--- config.mk ---
export PLATFORM = sky130hd
export DESIGN_NAME = load_store_unit
export DESIGN_NICKNAME = d
export VERILOG_FILES = /design/src/rtl/load_store_unit.sv
export SDC_FILE = /design/constraint.sdc
export NUM_CORES = 1
export LEC_CHECK = 0
export CORE_ASPECT_RATIO = 1.1
export CORE_UTILIZATION = 42
export DETAILED_ROUTE_END_ITERATION = 6
export GPL_TIMING_DRIVEN = 0
export PLACE_DENSITY = 0.74
export SLEW_MARGIN = 10
export SYNTH_ARGS = -nofsm -noshare
export SYNTH_HDL_FRONTEND = slang
export SYNTH_SLANG_ARGS = --single-unit
--- constraint.sdc ---
create_clock -name Clk -period 2.4 [get_ports Clk]
set_input_delay 0.36 -clock Clk [delete_from_list [all_inputs] [get_ports Clk]]
set_output_delay 0.36 -clock Clk [all_outputs]
set_load 0.05 [all_outputs]
--- src/rtl/load_store_unit.sv ---
// load_store_unit: CPU-side initiator for a 32-bit byte-lane data memory.
// Accepts one load/store at a time, reads/writes memory, returns extended
// load data or a store acknowledge. Sub-word stores use read-modify-write
// so the memory always sees full-word writes.
// Ports:
//   Clk, Rst_n                      clock, async active-low reset
//   req_valid/req_ready/req_*       request handshake and payload
//   resp_valid/resp_rdata/resp_err  one-cycle completion pulse
//   mem_raddress/mem_waddress       memory read / write addresses
//   mem_datain/mem_wr/mem_dataout   memory write data, lane enables, read data
module load_store_unit #(
  parameter int unsigned READ_LAT = 1
) (
  input  logic        Clk,
  input  logic        Rst_n,
  input  logic        req_valid,
  output logic        req_ready,
  input  logic        req_we,
  input  logic [1:0]  req_size,
  input  logic        req_unsigned,
  input  logic [31:0] req_addr,
  input  logic [31:0] req_wdata,
  output logic        resp_valid,
  output logic [31:0] resp_rdata,
  output logic        resp_err,
  output logic [31:0] mem_raddress,
  output logic [31:0] mem_waddress,
  output logic [31:0] mem_datain,
  output logic [3:0]  mem_wr,
  input  logic [31:0] mem_dataout
);

  localparam int unsigned CNT_W = 3;
  localparam logic [CNT_W-1:0] CNT_LAST = CNT_W'(READ_LAT - 1);

  typedef enum logic [1:0] {IDLE, RD_WAIT, WRITE, RESP} state_e;

  state_e           state_q, state_d;
  logic [CNT_W-1:0] cnt_q, cnt_d;
  logic [31:0]      addr_q, addr_d;
  logic [1:0]       size_q, size_d;
  logic             we_q, we_d;
  logic             uns_q, uns_d;
  logic [31:0]      wdata_q, wdata_d;
  logic [31:0]      rdata_q, rdata_d;
  logic             ready_q, ready_d;
  logic             resp_valid_q, resp_valid_d;
  logic [31:0]      resp_rdata_q, resp_rdata_d;
  logic             resp_err_q, resp_err_d;
  logic [31:0]      raddr_q, raddr_d;
  logic [31:0]      waddr_q, waddr_d;
  logic [31:0]      datain_q, datain_d;
  logic [31:0]      load_c;
  logic [31:0]      merge_c;

  // Load extraction from the captured word
  always_comb begin
    load_c = rdata_q;
    case (size_q)
      2'b00:   load_c = uns_q ? {24'b0, rdata_q[7:0]}  : {{24{rdata_q[7]}},  rdata_q[7:0]};
      2'b01:   load_c = uns_q ? {16'b0, rdata_q[15:0]} : {{16{rdata_q[15]}}, rdata_q[15:0]};
      default: load_c = rdata_q;
    endcase
  end

  // Sub-word store merge into the word being read back
  always_comb begin
    merge_c = wdata_q;
    case (size_q)
      2'b00:   merge_c = {mem_dataout[31:8],  wdata_q[7:0]};
      2'b01:   merge_c = {mem_dataout[31:16], wdata_q[15:0]};
      default: merge_c = wdata_q;
    endcase
  end

  // Next-state and registered-output logic
  always_comb begin
    state_d      = state_q;
    cnt_d        = cnt_q;
    addr_d       = addr_q;
    size_d       = size_q;
    we_d         = we_q;
    uns_d        = uns_q;
    wdata_d      = wdata_q;
    rdata_d      = rdata_q;
    raddr_d      = raddr_q;
    waddr_d      = waddr_q;
    datain_d     = datain_q;
    resp_valid_d = 1'b0;
    resp_rdata_d = 32'h0;
    resp_err_d   = 1'b0;

    case (state_q)
      IDLE: begin
        if (req_valid && ready_q) begin
          addr_d  = req_addr;
          size_d  = req_size;
          we_d    = req_we;
          uns_d   = req_unsigned;
          wdata_d = req_wdata;
          cnt_d   = '0;
          if (req_size == 2'b11) begin
            state_d = RESP;
          end else if (req_we && req_size == 2'b10) begin
            state_d  = WRITE;
            waddr_d  = req_addr;
            datain_d = req_wdata;
          end else begin
            state_d = RD_WAIT;
            raddr_d = req_addr;
          end
        end
      end
      RD_WAIT: begin
        if (cnt_q == CNT_LAST) begin
          rdata_d = mem_dataout;
          if (we_q) begin
            state_d  = WRITE;
            waddr_d  = addr_q;
            datain_d = merge_c;
          end else begin
            state_d = RESP;
          end
        end else begin
          cnt_d = cnt_q + CNT_W'(1);
        end
      end
      WRITE: state_d = RESP;
      RESP: begin
        // Response pulse lands one cycle after RESP, as state returns to IDLE
        state_d      = IDLE;
        resp_valid_d = 1'b1;
        resp_err_d   = (size_q == 2'b11);
        resp_rdata_d = (we_q || size_q == 2'b11) ? 32'h0 : load_c;
      end
      default: state_d = IDLE;
    endcase

    ready_d = (state_d == IDLE);
  end

  always_ff @(posedge Clk or negedge Rst_n) begin
    if (!Rst_n) begin
      state_q      <= IDLE;
      cnt_q        <= '0;
      addr_q       <= 32'h0;
      size_q       <= 2'b00;
      we_q         <= 1'b0;
      uns_q        <= 1'b0;
      wdata_q      <= 32'h0;
      rdata_q      <= 32'h0;
      ready_q      <= 1'b0;
      resp_valid_q <= 1'b0;
      resp_rdata_q <= 32'h0;
      resp_err_q   <= 1'b0;
      raddr_q      <= 32'h0;
      waddr_q      <= 32'h0;
      datain_q     <= 32'h0;
    end else begin
      state_q      <= state_d;
      cnt_q        <= cnt_d;
      addr_q       <= addr_d;
      size_q       <= size_d;
      we_q         <= we_d;
      uns_q        <= uns_d;
      wdata_q      <= wdata_d;
      rdata_q      <= rdata_d;
      ready_q      <= ready_d;
      resp_valid_q <= resp_valid_d;
      resp_rdata_q <= resp_rdata_d;
      resp_err_q   <= resp_err_d;
      raddr_q      <= raddr_d;
      waddr_q      <= waddr_d;
      datain_q     <= datain_d;
    end
  end

  // Write strobe straight from the state register so reset kills it at once
  assign mem_wr       = (state_q == WRITE) ? 4'hF : 4'h0;
  assign req_ready    = ready_q;
  assign resp_valid   = resp_valid_q;
  assign resp_rdata   = resp_rdata_q;
  assign resp_err     = resp_err_q;
  assign mem_raddress = raddr_q;
  assign mem_waddress = waddr_q;
  assign mem_datain   = datain_q;

endmodule
# Yosys cells after proc, flatten, opt, wreduce, memory -nomap -nowiden
# Cells that the tools add are included.
# classes
mux	30
n_mul	0
n_addsub	1
n_eq_ne	13
bitwise	2
div_mod_pow	0
shift	0
reduce_logical	13
n_lt_le_gt_ge	0
# ops
operator	n
two-way mux 32 bit	14
one-hot mux 32 bit (2 select lines)	4
inequality test 2 bit, second input constant	6
== test 2 bit, second input constant	5
two-way mux 2 bit	4
one-hot mux 2 bit (4 select lines)	1
logical NOT 2 bit	3
two-way mux 3 bit	2
one-hot mux 3 bit (2 select lines)	1
AND reduction 6 bit	1
== test 2 x 1 -> 1 bit, second input constant	2
two-way mux 4 bit	1
AND reduction 2 bit	2
AND reduction 4 bit	1
adder 3 x 1 -> 3 bit, second input constant	1
logical NOT 3 bit	1
two-way mux 1 bit	3
AND reduction 3 bit	1
logical AND 1 bit	2
NOT 1 bit	2
nonzero test 2 bit	1
logical OR 1 bit	1
# word_totals
mem_count	0
latch_bits	0
mem_bits_ro	0
ramBits	0
in_bits	103
out_inout_bits	135
ff_bits	236
elab_cells	74

# Longest topological paths before layout
# Gate-level depths: netlist of the first run.
# depth
depth_word	7
mapped_depth	8
ltp_nobuf	5

# Worst setup path after synthesis of the first run
# OpenSTA, ideal clock, no wires.
# synth_path
kind	flip-flop to output port
start	register state_q[1]
end	output port mem_wr[1]
stages_incl_launch_ff	3
t_required_ns	2.040
arrival_ns	1.694
path_slack_ns	0.346
path_cell_list	dfrtp_1 -> nor2b_1 -> buf_4
# synth_between
elab_chain_cells	2
# synth_rtl
element	line_no	text
from (decl)	38	state_e state_q, state_d;
from (signal assigned)	160	state_q <= state_d;
== test 2 bit	179	assign mem_wr = (state_q == WRITE) ? 4'hF : 4'h0;
two-way mux 4 bit	179	
to (decl)	29	output logic [3:0] mem_wr,
# Every way passes these cells.

# Worst setup path after layout of the first run
# Same ends and word-level chain as after synthesis.

==> results.md, run 1 <==
* FF-to-FF Start: state_q[0]
* Routability congestion estimate at 0.811
* H-tree levels at 1
* Worst-Skew Late Latency at 0.52 ns
* Cell with the most instances after synthesis: nand2_1
* Area contributors post-synth: dfrtp_1, mux2_2, nand2_1
* I/O pin count at 238
* Measured slew at the worst slew-check pin at 0.789 ns
* Status: finished, final reports clean
* Final ANT Viol Nets at 0
* CTS clock-pin slew for the worst setup and hold paths at ~0.060 ns
* RSZ-0062 raised after global routing: no
* Power, Total at 21500 uW
* Overflow after GRT at 0
* Arrival @ worst endpoint at 1.95 ns
* Crit. End Element: output port
* Pwr Density at 1550 mW/mm^2
* Slowest cell delay on critical path at 0.48 ns
* Crit Reg-Reg Endpoint: mem_datain[16]
* DIE HEIGHT at approximately 170 um
* Ys flop type: dfrtp_1
* Synth top area share at 57.8%
* Period utilization at between 90% and 100%
* Core ar. at 0.0238 mm^2
* Area leader, netlist: dfrtp_1
* Initial antenna violation count at 2
* DRC violations left at 0
* Tot GR Track Use at a little over a fifth
* Max-slew headroom at 47.4%
* Cell variety after synth at 36
* Sequential element share of the synthesized area at 57.8%
* TritonCTS clock tree: yes
* Largest net degree at the start of global routing at 109
* Row count at 59
* Syn Inst Count at 893
* Die X-Extent at 151 um
* Period minus WS final at roughly 2.3 ns
* Syn_nets at 998
* Maximum VDD drop at roughly 0.0010 V
* Post-Place Cells at 1437
* Top cells by count, synth: nand2_1, dfrtp_1, mux2_2
* Root Driver: clkbuf_16
* Buf/Inv on CP at 2
* Top delay family on crit path: buffers and inverters
* Setup violations, final at 0
* Via count at around 7400
* CTS Buf Count at 26
* Clock buffer depth at 3
* Hold Crit Class: input pin to async pin
* FF+latch count, synth at 236
* R2r setup slk at 0.41 ns
* Clk_skew at 0.00964 ns
* Req. time, crit path at 2.04 ns
* FF-to-FF path depth at 5
* Vias/cell at 4.95
* Final Util at 58.4%
* 1st-iter DRT viols at 270
* Layout cells sized above 1 at 21.3%
* Die area at 0.0249 mm^2
* Critical path's slowest cell: dfrtp_1
* Slew Limit Fails at 0
* Final Non-Filler Cells at 1486
* First-pass GRT wire length at 41100 um
* Startpoint Class: register
* Async SR Flop Fraction at 100%
* Initial core utilization at between 40% and 50%
* Synth warn at 0
* Hold Violations, Final at 0
* Max frequency at 0.433 GHz
* Final net count at approximately 1300
* Final hold slack at 0.290 ns
* Mapped cell area at 0.0102 mm^2
* Clock sink count at 236
* CP Class: register to output port
* Leak pwr at 0.00638 uW
* Routed wire per std cell at 17.4 um
* HPWL after DPL at 18300 um
* TNS Setup at 0 ns
* Syn avg cell area at about 11 um^2
* Number of global-route vias before repair at 7737
* EDFF count, synth at 0
* Worst Path Max Fanout at 9
* Detailed Route WL at 25800 um
* Initial DRT Pass Iterations at 5
* Max-cap violation count at 0
* Layout area overhead at 36.0%
* Worst path cell trace: nor2b_2, buf_4, clkdlybuf4s15_2
* Port Buffers at ~240
cells in the final DEF (no fill, tap or decap), types with 9 or more instances in the layout:
cell type,count
nand2_1,307
dfrtp_1,236
clkdlybuf4s50_1,232
mux2_2,121
mux2_4,40
clkbuf_16,27
buf_2,24
clkbuf_1,23
nor2b_1,18
nor3_1,17
a21oi_1,13
nor2_1,9
per-stage QoR:
stage	instance area [um^2]	worst slack (ns)
2_1_floorplan	10200	0.346
3_3_place_gp	13000	-9.16
3_5_place_dp	13000	-0.0187
4_1_cts	13900	0.0497
5_1_grt	13900	0.00516
6_report	13900	0.0887
area by class of cell:
class | count | area, um^2
Clock inverter | 10 | 81.3
Multi-Input combinational cell | 591 | 3930
Clock buffer | 37 | 773
Tap cell | 305 | 382
Sequential cell | 236 | 5910
Inverter | 6 | 22.5
Timing Repair Buffer | 240 | 2440
Antenna cell | 1 | 2.50
Fill cell | 1961 | 9880
Buffer | 60 | 362
sequential cells by signal (all words and copies together), names as in the netlist:
name,count
uns_q,1
wdata_q,32
mem_waddress,32
rdata_q,32
resp_rdata,32
mem_datain,32
we_q,1
size_q,2
cnt_q,3
addr_q,32
resp_valid,1
req_ready,1
mem_raddress,32
resp_err,1
state_q,2
routing by layer:
layer	wire length, um	global-route usage [%]	part of all wire [%]	vias to the layer above
met2	12400	35.7	48	232
li1	-	-	-	3481
met5	12	0	0.046	-
met4	625	6.55	2.4	2
met1	10900	27.0	42	3593
met3	1900	5.00	7.3	45
timing repair:
| action | CTS | global route |
|---|---|---|
| gates resized for setup | 10 | 2 |
| setup endpoints to repair | 4 | 1 |
| setup buffers | 0 | 0 |
| hold buffers | 1 | 0 |
| endpoints found under the hold margin | 29 | 0 |
| pin swaps | 0 | 0 |
where the power goes:
group	internal, uW	switching (uW)	total (uW)
Clock	2340	1610	3950
Combinational	4320	6560	10900
Sequential	5750	935	6690
kinds of logic after synthesis:
family / share of synthesized area (%)
AND/OR/NAND/NOR: 15.7
flip-flops: 57.8
multiplexers: 19.2
buffers and inverters: 3.76
AO/OA/AOI/OAI: 3.25
adder cells (fa/ha/maj): 0.245
worst max path at each step:
stage | cells after the start | slack [ns] | from | to
global route | 3 | 0.005 | state_q[1] | mem_wr[3]
CTS | 2 | 0.05 | state_q[1] | mem_wr[0]
floorplan | 2 | 0.35 | state_q[1] | mem_wr[1]
global placement | 1 | -9.16 | Rst_n | mem_raddress[11]
finish | 3 | 0.09 | state_q[1] | mem_wr[1]
detailed placement | 5 | -0.02 | req_size[0] | mem_datain[11]
Power figures use the tool's default switching activity.
==> inputs of run 2 (changes only) <==
--- a/config.mk
+++ b/config.mk
@@ -5,6 +5,7 @@
 export SDC_FILE = /design/constraint.sdc
 export NUM_CORES = 1
 export LEC_CHECK = 0
+export CAP_MARGIN = 15
 export CORE_ASPECT_RATIO = 1.1
 export CORE_UTILIZATION = 42
 export DETAILED_ROUTE_END_ITERATION = 6
==> results of run 2 <==
Final layout, timing and power as in run 1 (identical DEF).
==> inputs of run 3 (changes only) <==
--- a/config.mk
+++ b/config.mk
@@ -11,6 +11,7 @@
 export DETAILED_ROUTE_END_ITERATION = 6
 export GPL_TIMING_DRIVEN = 0
 export PLACE_DENSITY = 0.74
+export SETUP_SLACK_MARGIN = 0.4
 export SLEW_MARGIN = 10
 export SYNTH_ARGS = -nofsm -noshare
 export SYNTH_HDL_FRONTEND = slang
==> run 3 against run 2 <==
Net effect:
- non-clock buffer count increased by 19
- via count is 1.7% higher
- clock power down 1%
- cell area up 0.63%
- fmax rose by 19%
- power is 1.6% lower
- setup slack better by 0.37 ns
- wire length grew 2.5%
- first-iteration DRC count shrank 4.4%
- largest power group unchanged
- critical endpoint is now mem_wr[2]
- critical path depth is the same
- combinational power hardly changed
- core utilization grew 0.37 points
==> results.md, run 3 (synthesized netlist as in run 1, its figures left out) <==
* Multi-input logic area at 0.00395 mm^2 (was 0.00393 mm^2)
* Overflow after GRT at 0 (unchanged)
* Most frequent cells in the layout: nand2_1, dfrtp_1, dlygate4sd2_1 (was nand2_1, dfrtp_1, clkdlybuf4s50_1)
* Initial DRT Pass Iterations at 4 (was 5)
* Vias/cell at 4.97 (was 4.95)
* Final net count at 1284 (was 1266)
* 1st-iter DRT viols at 258 (was 270)
* Commonest non-fill, non-tap cell in the layout: nand2_1 (unchanged)
* Clock sink count at 236 (unchanged)
* Final hold slack at 0.345 ns (was 0.290 ns)
* Period minus WS final at 1.94 ns (was 2.31 ns)
* Die area at 0.0249 mm^2 (unchanged)
* Layout area overhead at 36.9% (was 36.0%)
* Placement Cell Area at 0.0130 mm^2 (about the same)
* CTS clock-pin slew for the worst setup and hold paths at 0.06 ns (about the same)
* Number of global-route vias before repair at 7397 (was 7737)
* CTS Buf Count at 25 (was 26)
* Hold Crit Class: input pin to async pin (unchanged)
* Design area at 0.0140 mm^2 (was 0.0139 mm^2)
* Final ANT Viol Nets at 0 (unchanged)
* Setup violations, final at 0 (unchanged)
* Clk_skew at 0.0109 ns (was 0.00964 ns)
* Buf/Inv on CP at 2 (unchanged)
* WL met2 at 12800 um (was 12400 um)
* Pwr Density at 1510 mW/mm^2 (was 1550 mW/mm^2)
* HPWL after DPL at 18100 um (was 18300 um)
* Measured slew at the worst slew-check pin at 0.588 ns (was 0.789 ns)
* First-pass GRT wire length at 40400 um (was 41100 um)
* Worst-Skew Late Latency at 0.52 ns (about the same)
* Final worst slack at 0.460 ns (was 0.0887 ns)
* Row count at 59 (unchanged)
* Wire length on met3 at 1880 um (was 1900 um)
* Die X-Extent at 151 um (unchanged)
* Worst Path Max Fanout at 8 (was 9)
* Comb power frac at 50.0% (was 50.6%)
* I/O pin count at 238 (unchanged)
* Period utilization at 80.8% (was 96.3%)
* Slew Limit Fails at 0 (unchanged)
* Fraction of power spent switching nets at 43.5% (was 42.3%)
* Core ar. at 0.0238 mm^2 (unchanged)
* Initial antenna violation count at 2 (unchanged)
* Maximum VDD drop at 0.000866 V (was 0.00102 V)
* Top sig layer: met4 (was met5)
* TritonCTS clock tree: yes (unchanged)
* Hold Violations, Final at 0 (unchanged)
* Root Driver: clkbuf_16 (unchanged)
* Worst path cell trace: nor2b_4, buf_4, clkbuf_4 (was nor2b_2, buf_4, clkdlybuf4s15_2)
* DIE HEIGHT at 166 um (unchanged)
* Routability congestion estimate at 0.822 (was 0.811)
* Int Power at 12000 uW (was 12400 uW)
* Power, Total at 21200 uW (was 21500 uW)
* FF/Latch Area at 0.00591 mm^2 (about the same)
* Via count at 7477 (was 7353)
* Max frequency at 0.515 GHz (was 0.433 GHz)
* Detailed Route WL at 26500 um (was 25800 um)
* Layout cells sized above 1 at 23.0% (was 21.3%)
* Crit. End Element: output port (unchanged)
* H-tree levels at 1 (unchanged)
* Tot GR Track Use at 21.0% (was 21.2%)
* Top delay family on crit path: flip-flops (was buffers and inverters)
* Routed wire per std cell at 17.6 um (was 17.4 um)
* Largest net degree at the start of global routing at 110 (was 109)
* Max-cap violation count at 0 (unchanged)
* Clock buffer depth at 3 (unchanged)
* Pre-CTS setup slack at 0.0137 ns (was -0.0187 ns)
* DRC violations left at 0 (unchanged)
* Port Buffers at 237 (unchanged)
* Startpoint Class: register (unchanged)
* Status: finished, final reports clean (unchanged)
* Psw at 9200 uW (was 9100 uW)
* Clock network fraction of total power at 18.5% (was 18.3%)
* Req. time, crit path at 2.04 ns (about the same)
* TNS Setup at 0 ns (unchanged)
* Critical path's slowest cell: dfrtp_2 (was dfrtp_1)
* Met1 wire length at 11200 um (was 10900 um)
* CP Class: register to output port (unchanged)
* Arrival @ worst endpoint at 1.58 ns (was 1.95 ns)
* Reg power frac at 31.5% (was 31.1%)
* RSZ-0062 raised after global routing: no (unchanged)
* Filler cells at 1987 (was 1961)
* Leak pwr at 0.00688 uW (was 0.00638 uW)
* Initial core utilization at 43.0% (unchanged)
* Max-slew headroom at 60.8% (was 47.4%)
* Slowest cell delay on critical path at 0.43 ns (was 0.48 ns)
[run 3: layer usage]
metal | track usage [%] | vias up
li1 | - | 3538
met1 | 27.1 | 3669
met2 | 34.7 | 232
met3 | 5.19 | 38
met4 | 6.23 | 0
met5 | 0 | -
[run 3: what timing repair did]
action,CTS,global route
endpoints found under the hold margin,55,0
gates cloned,0,5
pin swaps,0,1
setup endpoints to repair,131,114
setup buffers,1,13
resized for setup,151,16
hold buffers,1,0
[run 3: area by class of cell]
type	count	area share, %
repair buffers	259	18.0
clock buffers	30	4.75
inverters	6	0.161
plain buffers	60	2.69
flip-flops and latches	236	42.3
diodes	2	0.0358
well taps	305	2.73
multi-input cells	591	28.3
clock inverters	15	1.13
[run 3: power groups by stage]
stage               logic, uW  registers (uW)  clock network [uW]
floorplan                4350            9800                   0
global placement        10800            6680                   0
detailed placement      10900            6740                   0
CTS                     10300            6670                3970
global route            11300            6870                4160
finish                  10600            6670                3910
[run 3: final timing paths]
kind                                     start          endpoint  slack [ns]  depth (start not counted)
min in group Clk                mem_dataout[2]        rdata_q[2]        0.38                          3
worst max register to register      state_q[1]  mem_waddress[31]        0.50                          7
max in group asynchronous                Rst_n  mem_raddress[19]        0.79                          4
worst max-delay path                state_q[1]         mem_wr[2]        0.46                          3
worst min-delay path                     Rst_n    resp_rdata[20]        0.34                          2
worst min register to register     wdata_q[25]       wdata_q[25]        0.47                          2
[run 3: stage by stage]
step	std cells	utilization [%]
after floorplan	893	-
after global placement	1435	54.6
after detailed placement	1437	54.8
after CTS	1484	57.6
after global routing	1504	58.8
final	1504	58.8
